File: src/rtl/rv32_decode_stage.sv
// RV32I (+ optional M) decode pipeline stage.
// The stage decodes one fetched instruction per cycle and holds the result in an
// output register. The register supports back-pressure and flush. Decode is
// purely combinational from in_inst, and every decoded field is captured on
// load. Illegal encodings still flow down the pipe with illegal=1 and all of
// their other fields cleared.
module rv32_decode_stage #(
  parameter int XLEN     = 32,
  parameter bit ENABLE_M = 1'b0,
  parameter int ALU_W    = 4
) (
  input  logic             clk,
  input  logic             rst,
  input  logic             in_valid,
  output logic             in_ready,
  input  logic [31:0]      in_inst,
  input  logic [XLEN-1:0]  in_pc,
  input  logic             flush,
  output logic             out_valid,
  input  logic             out_ready,
  output logic [XLEN-1:0]  out_pc,
  output logic [4:0]       rs1,
  output logic [4:0]       rs2,
  output logic [4:0]       rd,
  output logic             rs1_en,
  output logic             rs2_en,
  output logic             rd_we,
  output logic [ALU_W-1:0] alu_ctrl,
  output logic [2:0]       fmt,
  output logic [XLEN-1:0]  imm,
  output logic             muldiv,
  output logic             illegal
);

  typedef enum logic [2:0] {
    FMT_R   = 3'd0,
    FMT_I   = 3'd1,
    FMT_S   = 3'd2,
    FMT_B   = 3'd3,
    FMT_U   = 3'd4,
    FMT_J   = 3'd5,
    FMT_SYS = 3'd6
  } fmt_e;

  localparam logic [6:0] OPC_OP     = 7'b0110011;
  localparam logic [6:0] OPC_OP_IMM = 7'b0010011;
  localparam logic [6:0] OPC_LOAD   = 7'b0000011;
  localparam logic [6:0] OPC_JALR   = 7'b1100111;
  localparam logic [6:0] OPC_STORE  = 7'b0100011;
  localparam logic [6:0] OPC_BRANCH = 7'b1100011;
  localparam logic [6:0] OPC_LUI    = 7'b0110111;
  localparam logic [6:0] OPC_AUIPC  = 7'b0010111;
  localparam logic [6:0] OPC_JAL    = 7'b1101111;
  localparam logic [6:0] OPC_FENCE  = 7'b0001111;
  localparam logic [6:0] OPC_SYSTEM = 7'b1110011;

  localparam logic [6:0] F7_BASE = 7'b0000000;
  localparam logic [6:0] F7_ALT  = 7'b0100000;
  localparam logic [6:0] F7_MUL  = 7'b0000001;

  // Instruction fields
  logic [6:0] w_opcode;
  logic [2:0] w_funct3;
  logic [6:0] w_funct7;

  assign w_opcode = in_inst[6:0];
  assign w_funct3 = in_inst[14:12];
  assign w_funct7 = in_inst[31:25];

  // Decode results, after illegal encodings have been masked
  logic        w_rs1_used;
  logic        w_rs2_used;
  logic        w_rd_used;
  fmt_e        w_fmt;
  logic [31:0] w_imm;
  logic [3:0]  w_alu4;
  logic        w_muldiv;
  logic        w_bad;

  logic [4:0]       w_rs1;
  logic [4:0]       w_rs2;
  logic [4:0]       w_rd;
  logic             w_rd_we;
  logic [ALU_W-1:0] w_alu_ctrl;
  logic             w_load;

  // Classify the opcode, build the immediate and the ALU op, and flag illegal encodings.
  always_comb begin
    // NOTE: every signal gets a default before the case, so that no path through the block infers a latch.
    w_rs1_used = 1'b0;
    w_rs2_used = 1'b0;
    w_rd_used  = 1'b0;
    w_fmt      = FMT_R;
    w_imm      = '0;
    w_alu4     = 4'd0;
    w_muldiv   = 1'b0;
    w_bad      = (in_inst[1:0] != 2'b11);

    case (w_opcode)
      OPC_OP: begin
        w_fmt      = FMT_R;
        w_rs1_used = 1'b1;
        w_rs2_used = 1'b1;
        w_rd_used  = 1'b1;
        if (w_funct7 == F7_BASE) begin
          w_alu4 = {1'b0, w_funct3};
        end else if (w_funct7 == F7_ALT) begin
          w_alu4 = {1'b1, w_funct3};
          if (w_funct3 != 3'b000 && w_funct3 != 3'b101) w_bad = 1'b1;
        end else if (w_funct7 == F7_MUL && ENABLE_M) begin
          w_alu4   = {1'b0, w_funct3};
          w_muldiv = 1'b1;
        end else begin
          w_bad = 1'b1;
        end
      end
      OPC_OP_IMM: begin
        w_fmt      = FMT_I;
        w_rs1_used = 1'b1;
        w_rd_used  = 1'b1;
        w_imm      = {{20{in_inst[31]}}, in_inst[31:20]};
        // Only shift-right-immediate carries an arithmetic/logical select in inst[30].
        w_alu4     = {(w_funct3 == 3'b101) ? in_inst[30] : 1'b0, w_funct3};
        if (w_funct3 == 3'b001 && w_funct7 != F7_BASE) w_bad = 1'b1;
        if (w_funct3 == 3'b101 && w_funct7 != F7_BASE && w_funct7 != F7_ALT) w_bad = 1'b1;
      end
      OPC_LOAD, OPC_JALR: begin
        w_fmt      = FMT_I;
        w_rs1_used = 1'b1;
        w_rd_used  = 1'b1;
        w_imm      = {{20{in_inst[31]}}, in_inst[31:20]};
      end
      OPC_STORE: begin
        w_fmt      = FMT_S;
        w_rs1_used = 1'b1;
        w_rs2_used = 1'b1;
        w_imm      = {{20{in_inst[31]}}, in_inst[31:25], in_inst[11:7]};
      end
      OPC_BRANCH: begin
        w_fmt      = FMT_B;
        w_rs1_used = 1'b1;
        w_rs2_used = 1'b1;
        w_imm      = {{19{in_inst[31]}}, in_inst[31], in_inst[7], in_inst[30:25], in_inst[11:8], 1'b0};
        w_alu4     = {1'b0, w_funct3};
      end
      OPC_LUI, OPC_AUIPC: begin
        w_fmt     = FMT_U;
        w_rd_used = 1'b1;
        w_imm     = {in_inst[31:12], 12'b0};
      end
      OPC_JAL: begin
        w_fmt     = FMT_J;
        w_rd_used = 1'b1;
        w_imm     = {{11{in_inst[31]}}, in_inst[31], in_inst[19:12], in_inst[20], in_inst[30:21], 1'b0};
      end
      OPC_FENCE, OPC_SYSTEM: begin
        w_fmt = FMT_SYS;
      end
      default: begin
        w_bad = 1'b1;
      end
    endcase

    // An illegal instruction still travels down the pipe, but it carries no side effects.
    if (w_bad) begin
      w_rs1_used = 1'b0;
      w_rs2_used = 1'b0;
      w_rd_used  = 1'b0;
      w_fmt      = FMT_R;
      w_imm      = '0;
      w_alu4     = 4'd0;
      w_muldiv   = 1'b0;
    end
  end

  // Drive unused index fields to zero, suppress writes to x0, and widen the ALU op.
  always_comb begin
    w_rs1      = w_rs1_used ? in_inst[19:15] : 5'd0;
    w_rs2      = w_rs2_used ? in_inst[24:20] : 5'd0;
    w_rd       = w_rd_used  ? in_inst[11:7]  : 5'd0;
    w_rd_we    = w_rd_used && (in_inst[11:7] != 5'd0);
    w_alu_ctrl = '0;
    w_alu_ctrl[3:0] = w_alu4;
  end

  // Handshake: the stage accepts when its register is empty or is being drained this cycle.
  assign in_ready = !out_valid || out_ready;
  assign w_load   = in_valid && in_ready && !flush;

  // Valid flag: flush wins, then load, then consume.
  always_ff @(posedge clk or posedge rst) begin
    if (rst) begin
      out_valid <= 1'b0;
    end else if (flush) begin
      // NOTE: state registers use non-blocking assignment, so that every flop samples pre-edge values.
      out_valid <= 1'b0;
    end else if (w_load) begin
      out_valid <= 1'b1;
    end else if (out_ready) begin
      out_valid <= 1'b0;
    end
  end

  // Decoded payload: captured only on an accepted load and otherwise held.
  always_ff @(posedge clk or posedge rst) begin
    if (rst) begin
      out_pc   <= '0;
      rs1      <= '0;
      rs2      <= '0;
      rd       <= '0;
      rs1_en   <= 1'b0;
      rs2_en   <= 1'b0;
      rd_we    <= 1'b0;
      alu_ctrl <= '0;
      fmt      <= '0;
      imm      <= '0;
      muldiv   <= 1'b0;
      illegal  <= 1'b0;
    end else if (w_load) begin
      out_pc   <= in_pc;
      rs1      <= w_rs1;
      rs2      <= w_rs2;
      rd       <= w_rd;
      rs1_en   <= w_rs1_used;
      rs2_en   <= w_rs2_used;
      rd_we    <= w_rd_we;
      alu_ctrl <= w_alu_ctrl;
      fmt      <= w_fmt;
      imm      <= XLEN'($signed(w_imm));
      muldiv   <= w_muldiv;
      illegal  <= w_bad;
    end
  end

endmodule

File: config.mk
export PLATFORM = sky130hd
export DESIGN_NAME = rv32_decode_stage
export DESIGN_NICKNAME = d
export VERILOG_FILES = /design/src/rtl/rv32_decode_stage.sv
export SDC_FILE = /design/constraint.sdc
export NUM_CORES = 1
export LEC_CHECK = 0
export ABC_AREA = 0
export CAP_MARGIN = 5
export CORE_MARGIN = 3
export CORE_UTILIZATION = 43
export DETAILED_ROUTE_END_ITERATION = 8
export PLACE_DENSITY = 0.8
export SLEW_MARGIN = 0
export SYNTH_ARGS = -nofsm -noshare
export SYNTH_HDL_FRONTEND = slang
export SYNTH_SLANG_ARGS = --single-unit
export TNS_END_PERCENT = 100
File: constraint.sdc
create_clock -name clk -period 3.66 [get_ports clk]
set_clock_uncertainty 0.1 [all_clocks]
set_input_delay 0.366 -clock clk [delete_from_list [all_inputs] [get_ports clk]]
set_output_delay 0.366 -clock clk [all_outputs]
set_load 0.05 [all_outputs]
==> metrics, run 1 <==
outcome completed; WL/cell 19.0 µm; clk slew on worst S/H paths 100 ps; Place WS 598 ps; Post-Synthesis Cells 350; maximum number of pins on one net before global-route repair 79; startpoint types input port; Syn Area/Cell 11.3 µm²; vias 3427; DRC errors left 0; Layout area overhead 47.4%; post-route ant nets 0; Crit Path Class input port to register; die extent in x 102 µm; R2R cell count 6; DPL Wire Length 8830 µm; EDFF count, synth 0; pwr dens 413 nW/µm²; worst hold path class input port to asynchronous set/reset pin; CP required 3760 ps; worst vdd ir 188 µV; Critical Path Start in_inst[3]; Lkg Pwr 2.37 nW; Yosys warnings 0; Worst-Skew Late Latency 350 ps; TritonRoute pass-1 iters 4; Final Routed Wirelength 11700 µm; CTS tree yes; PnR worst setup slack 951 ps; setup violators final 0; Longest Clk Path Bufs 2; Post-CTS Hold Fix Bufs 0; final hold viol count 0; Initial Util 0.447; Post-CTS Resized 0; Core Rows 34; reg2reg end imm[8]$_DFFE_PP0P_; sequential fraction of the synthesis area 0.575; Max-Cap Viols 0; Commonest cells post-synth dfrtp_1 (91), nand2_1 (41), o21ai_0 (38); area leader, netlist dfrtp_1; layout cells sized above 1 0.124; core area 8850 µm²; die area 10400 µm²; RSZ-0062 raised after global routing no; Achievable Freq 0.369 GHz; FFs w/ async S/R, synth 1.00; RR Startpoint out_valid$_DFFE_PP0P_; r2r setup slk 1500 ps; Synth top area share 0.575; max_slew headroom 0.422; Max Slew Vio Count 0; GRT Residual Overflow 0; clock root cell clkbuf_8; via/cell ratio 5.56; cell area after synthesis 3960 µm²; Crit Path Max Fanout 25; Die Span Y 102 µm; Sink Count 91; # port buffers 160; most common flop cell mapped by yosys dfrtp_1; final period utilization 0.740; Starting DRT DRC Count 200; post-route minimum period 2710 ps; number of global-route vias before repair 3354; actual slew at the worst max-slew pin 860 ps; largest cells by area after synthesis dfrtp_1 (58%), mux2_2 (9.7%), a32o_1 (4.8%), o21ai_0 (4.8%), nand2_1 (3.9%); CP endpoint kind register; WP data arrival 2810 ps; first-pass GRT wire length 17900 µm; Setup TNS 0 ps; Post-CTS Setup Inserts 0; Nets 572; TritonCTS Buffers 9; initial antenna violation count 0; GPL Wtd Cong 0.854; Yosys reg bits 91; syn nets 419; top-count cell post-synth dfrtp_1; Ports 162; count of different cell masters after synthesis 45; antenna cells 0; Tot GR Track Use 0.223; CTS HTree Levels 3
-- worst max path at each step --
stage,endpoint,slack (ps),depth (start not counted)
3_3_place_gp,imm[0]$_DFFE_PP0P_,720,6
3_5_place_dp,imm[1]$_DFFE_PP0P_,600,6
4_1_cts,imm[15]$_DFFE_PP0P_,980,6
5_1_grt,imm[1]$_DFFE_PP0P_,780,6
2_1_floorplan,alu_ctrl[0]$_DFFE_PP0P_,830,1
6_report,imm[15]$_DFFE_PP0P_,950,6
-- layer usage --
layer,track usage,wire [µm],vias to the layer above
met5,0,0,-
met4,0.0565,125,0
met3,0.0505,872,12
met2,0.372,5710,133
met1,0.299,5020,1697
li1,-,-,1585
-- kinds of logic after synthesis --
group | Yosys count | share of synthesized area
xor+xnor | 1 | 0.00221
other cells | 1 | 0.000948
simple gates | 83 | 0.105
flops | 91 | 0.575
buf+inv | 29 | 0.0329
mux | 34 | 0.0967
compound gates | 111 | 0.187
-- stage by stage --
stage / hold WS (ps) / instance area (µm²) / power [mW] / util / instances
3_5_place_dp: 371 / 5640 / 1.77 / 0.637 / 600
6_report: 317 / 5830 / 2.41 / 0.659 / 616
2_1_floorplan: 329 / 3960 / 1.51 / - / 350
5_1_grt: 380 / 5830 / 2.50 / 0.659 / 616
3_3_place_gp: 362 / 5640 / 1.76 / 0.637 / 600
4_1_cts: 343 / 5830 / 2.43 / 0.659 / 616
-- cells in the final DEF (no fill, tap or decap), types with 2 or more instances in the layout --
master,synthesis,final
nor4_2,2,2
inv_8,0,2
a32o_1,19,19
mux2_2,34,34
buf_4,1,4
a21oi_1,26,26
nor3_1,2,2
nand3_1,5,5
a32oi_1,2,2
a311o_1,2,2
o21ai_1,3,3
and2_1,2,2
a22oi_1,4,4
o31ai_1,2,2
nor2_1,11,11
dfrtp_1,91,91
nor2b_1,4,4
clkinvlp_4,0,3
inv_1,6,5
nand2b_1,3,3
a22o_1,7,7
clkbuf_8,0,9
nand2_1,41,41
o21ai_0,38,38
nand3b_1,3,3
clkdlybuf4s50_1,0,160
-- area by class of cell --
class	count	area (µm²)
inverters	6	23.8
clock inverters	7	70.1
fillers	715	3020
well taps	108	135
flip-flops and latches	91	2280
repair buffers	165	1650
multi-input cells	230	1550
clock buffers	9	124
-- sequential cells by signal, summed over array words and instances (netlist names) --
register	cells
alu_ctrl	4
fmt	3
illegal	1
imm	32
out_pc	32
out_valid	1
rd	5
rd_we	1
rs1	5
rs1_en	1
rs2	5
rs2_en	1
-- critical path, stage by stage --
cell and delay (ps):
clkdlybuf4s50_1 660, and4bb_2 530, nand2_2 120, a311o_1 380
nand2_1 530, o21ai_0 220
-- power breakdown --
part / leakage (nW) / switching (mW) / internal [mW] / total, mW
logic: 1.08 / 0.398 / 0.249 / 0.648
registers: 1.19 / 0.0320 / 1.07 / 1.10
clock network: 0.0887 / 0.393 / 0.264 / 0.657
total: 2.37 / 0.823 / 1.59 / 2.41
(Power assumes the default switching activity.)
==> inputs of run 2 (changes only) <==
CORE_UTILIZATION = 39   (was 43)
PLACE_DENSITY = 0.77   (was 0.8)
clock period = 2.43 ns   (was 3.66 ns; I/O delays follow)
==> metrics, run 2 (synthesis gave the netlist of run 1 again) <==
top flop regs imm x32, out_pc x32 (unchanged); Achievable Freq 0.481 GHz; clock root cell clkbuf_8 (unchanged); number of global-route vias before repair 3578 (was 3354); RR Startpoint out_valid$_DFFE_PP0P_ (unchanged); Tot GR Track Use 0.218 (was 0.223); R2R cell count 6 (unchanged); TritonCTS Buffers 9 (unchanged); Die Span Y 107 µm (was 102 µm); first-pass GRT wire length 19300 µm (was 17900 µm); CP Buf/Inv Count 2 (was 1); Crit Path Class input port to register (unchanged); # port buffers 160 (unchanged); Clock power frac 0.305 (was 0.273); CTS HTree Levels 3 (unchanged); layout cells sized above 1 0.169 (was 0.124); commonest non-fill, non-tap cell in the layout clkdlybuf4s50_1 (unchanged); GPL Wtd Cong 0.954 (was 0.854); worst hold path class input port to asynchronous set/reset pin (unchanged); CP endpoint kind register (unchanged); Starting DRT DRC Count 170 (was 200); Nets 598 (was 572); combinational power share 0.262 (was 0.269); Final Routed Wirelength 12200 µm (was 11700 µm); Max Slew Vio Count 0 (unchanged); die area 11400 µm² (was 10400 µm²); Lkg Pwr 2.53 nW (was 2.37 nW); WP data arrival 2270 ps (was 2810 ps); CP required 2620 ps (was 3760 ps); DPL Wire Length 9470 µm (was 8830 µm); maximum number of pins on one net before global-route repair 43 (was 79); Post-CTS Setup Inserts 0 (unchanged); max_slew headroom 0.506 (was 0.422); Multi-input gate area 1550 µm² (about the same); sw power 1.19 mW (was 0.823 mW); WL/cell 18.2 µm (was 19.0 µm); outcome completed (unchanged); slowest cell delay on critical path 460 ps (was 660 ps); fin util 0.624 (was 0.659); Post-CTS Resized 0 (unchanged); Ports 162 (unchanged); CP max-delay cell nor4_2 (was clkdlybuf4s50_1); layout filler cell count 864 (was 715); TritonRoute pass-1 iters 4 (unchanged); post-route minimum period 2080 ps; Layout area overhead 54.9% (was 47.4%); die extent in x 107 µm (was 102 µm); P_int 2.65 mW (was 1.59 mW); Core Rows 36 (was 34); reg2reg end rs2[4]$_DFFE_PP0P_ (was imm[8]$_DFFE_PP0P_); core area 9820 µm² (was 8850 µm²); cell family with most CP delay simple AND/OR/NAND/NOR gates (unchanged); initial antenna violation count 0 (unchanged); Net Sw Frac 0.310 (was 0.342); Sequential Power Share 0.433 (was 0.458); startpoint types input port (unchanged); DRC errors left 0 (unchanged); vias 3504 (was 3427); Post-CTS Hold Fix Bufs 0 (unchanged); CTS tree yes (unchanged); GRT Residual Overflow 0 (unchanged); register area 2280 µm² (unchanged); via/cell ratio 5.25 (was 5.56); Initial Util 0.403 (was 0.447); worst path cell trace clkdlybuf4s50_1, nor4_2, o211ai_1, a311oi_2, and4_1, buf_12, a32o_1 (was clkdlybuf4s50_1, and4bb_2, nand2_2, a311o_1, nand2_1, o21ai_0); Worst-Skew Late Latency 350 ps (about the same); clk slew on worst S/H paths 90 ps (was 100 ps); antenna cells 0 (unchanged); pwr dens 627 nW/µm² (was 413 nW/µm²); RSZ-0062 raised after global routing no (unchanged); final period utilization 0.856; Longest Clk Path Bufs 2 (unchanged); worst vdd ir 271 µV (was 188 µV); Cells after DPL 651 (was 600); actual slew at the worst max-slew pin 734 ps (was 860 ps); final hold viol count 0 (unchanged); r2r setup slk 590 ps (was 1500 ps); Max-Cap Viols 0 (unchanged); Crit Path Max Fanout 15 (was 25); most frequent cells in the layout clkdlybuf4s50_1 (160), dfrtp_1 (91), nand2_1 (41), o21ai_0 (38), mux2_2 (34) (unchanged); fin cells 667 (was 616); post-route ant nets 0 (unchanged); Sink Count 91 (unchanged); setup violators final 0 (unchanged)
-- run 2: cell count changes in the layout (fill, tap and decap cells not counted), sizes merged --
cell | before | now
clkbuf | 9 | 11
inv | 8 | 6
buf | 5 | 31
clkinvlp | 3 | 1
bufinv | 0 | 2
-- run 2: per-stage QoR --
step                TNS (ps)  cell area, µm²  hold slack (ps)  total power, mW  setup WS, ps
floorplan                  0            3960              206             2.27          87.8
finish                     0            6130              252             3.84           351
CTS                        0            6130              263             3.88           373
detailed placement     -8.30            5890              370             2.71         -6.47
global placement           0            5890              360             2.69          17.2
global route               0            6130              285             4.00           167
-- run 2: worst register-to-register path, delay by kind of cell (launching register included) --
kind | cells | cell delay [ps]
AND/OR/NAND/NOR | 3 | 630
AO/OA/AOI/OAI | 2 | 520
flip-flops | 1 | 390
buffers and inverters | 1 | 150
-- run 2: cell type report --
class	count	area share
Multi-Input combinational cell	230	0.253
Sequential cell	91	0.372
Inverter	6	0.00429
Timing Repair Buffer	191	0.305
Tap cell	133	0.0272
Clock inverter	5	0.0135
Clock buffer	11	0.0247
-- run 2: worst max path at each step --
stage	slack, ps	depth (start not counted)	endpoint	start
3_3_place_gp	20	6	imm[29]$_DFFE_PP0P_	in_inst[5]
6_report	350	7	rs2[4]$_DFFE_PP0P_	in_inst[25]
3_5_place_dp	-6	7	rs2[4]$_DFFE_PP0P_	in_inst[26]
2_1_floorplan	90	5	out_pc[0]$_DFFE_PP0P_	out_valid$_DFFE_PP0P_
5_1_grt	170	7	imm[26]$_DFFE_PP0P_	in_inst[5]
4_1_cts	370	7	rs2[4]$_DFFE_PP0P_	in_inst[26]
-- run 2: layer usage --
metal  wire length, µm  track usage  up-vias
li1                  -            -     1643
met1              5020        0.277     1710
met2              6090        0.362      128
met3               719       0.0397       23
met4               320       0.0977        0
met5                 0            0        -
-- run 2: power by group through the flow --
stage | Clock [mW] | Combinational [mW] | Sequential, mW
6_report | 1.17 | 1.01 | 1.66
5_1_grt | 1.26 | 1.06 | 1.68
3_3_place_gp | 0 | 1.00 | 1.69
3_5_place_dp | 0 | 1.01 | 1.70
4_1_cts | 1.20 | 1.02 | 1.67
2_1_floorplan | 0 | 0.214 | 2.06
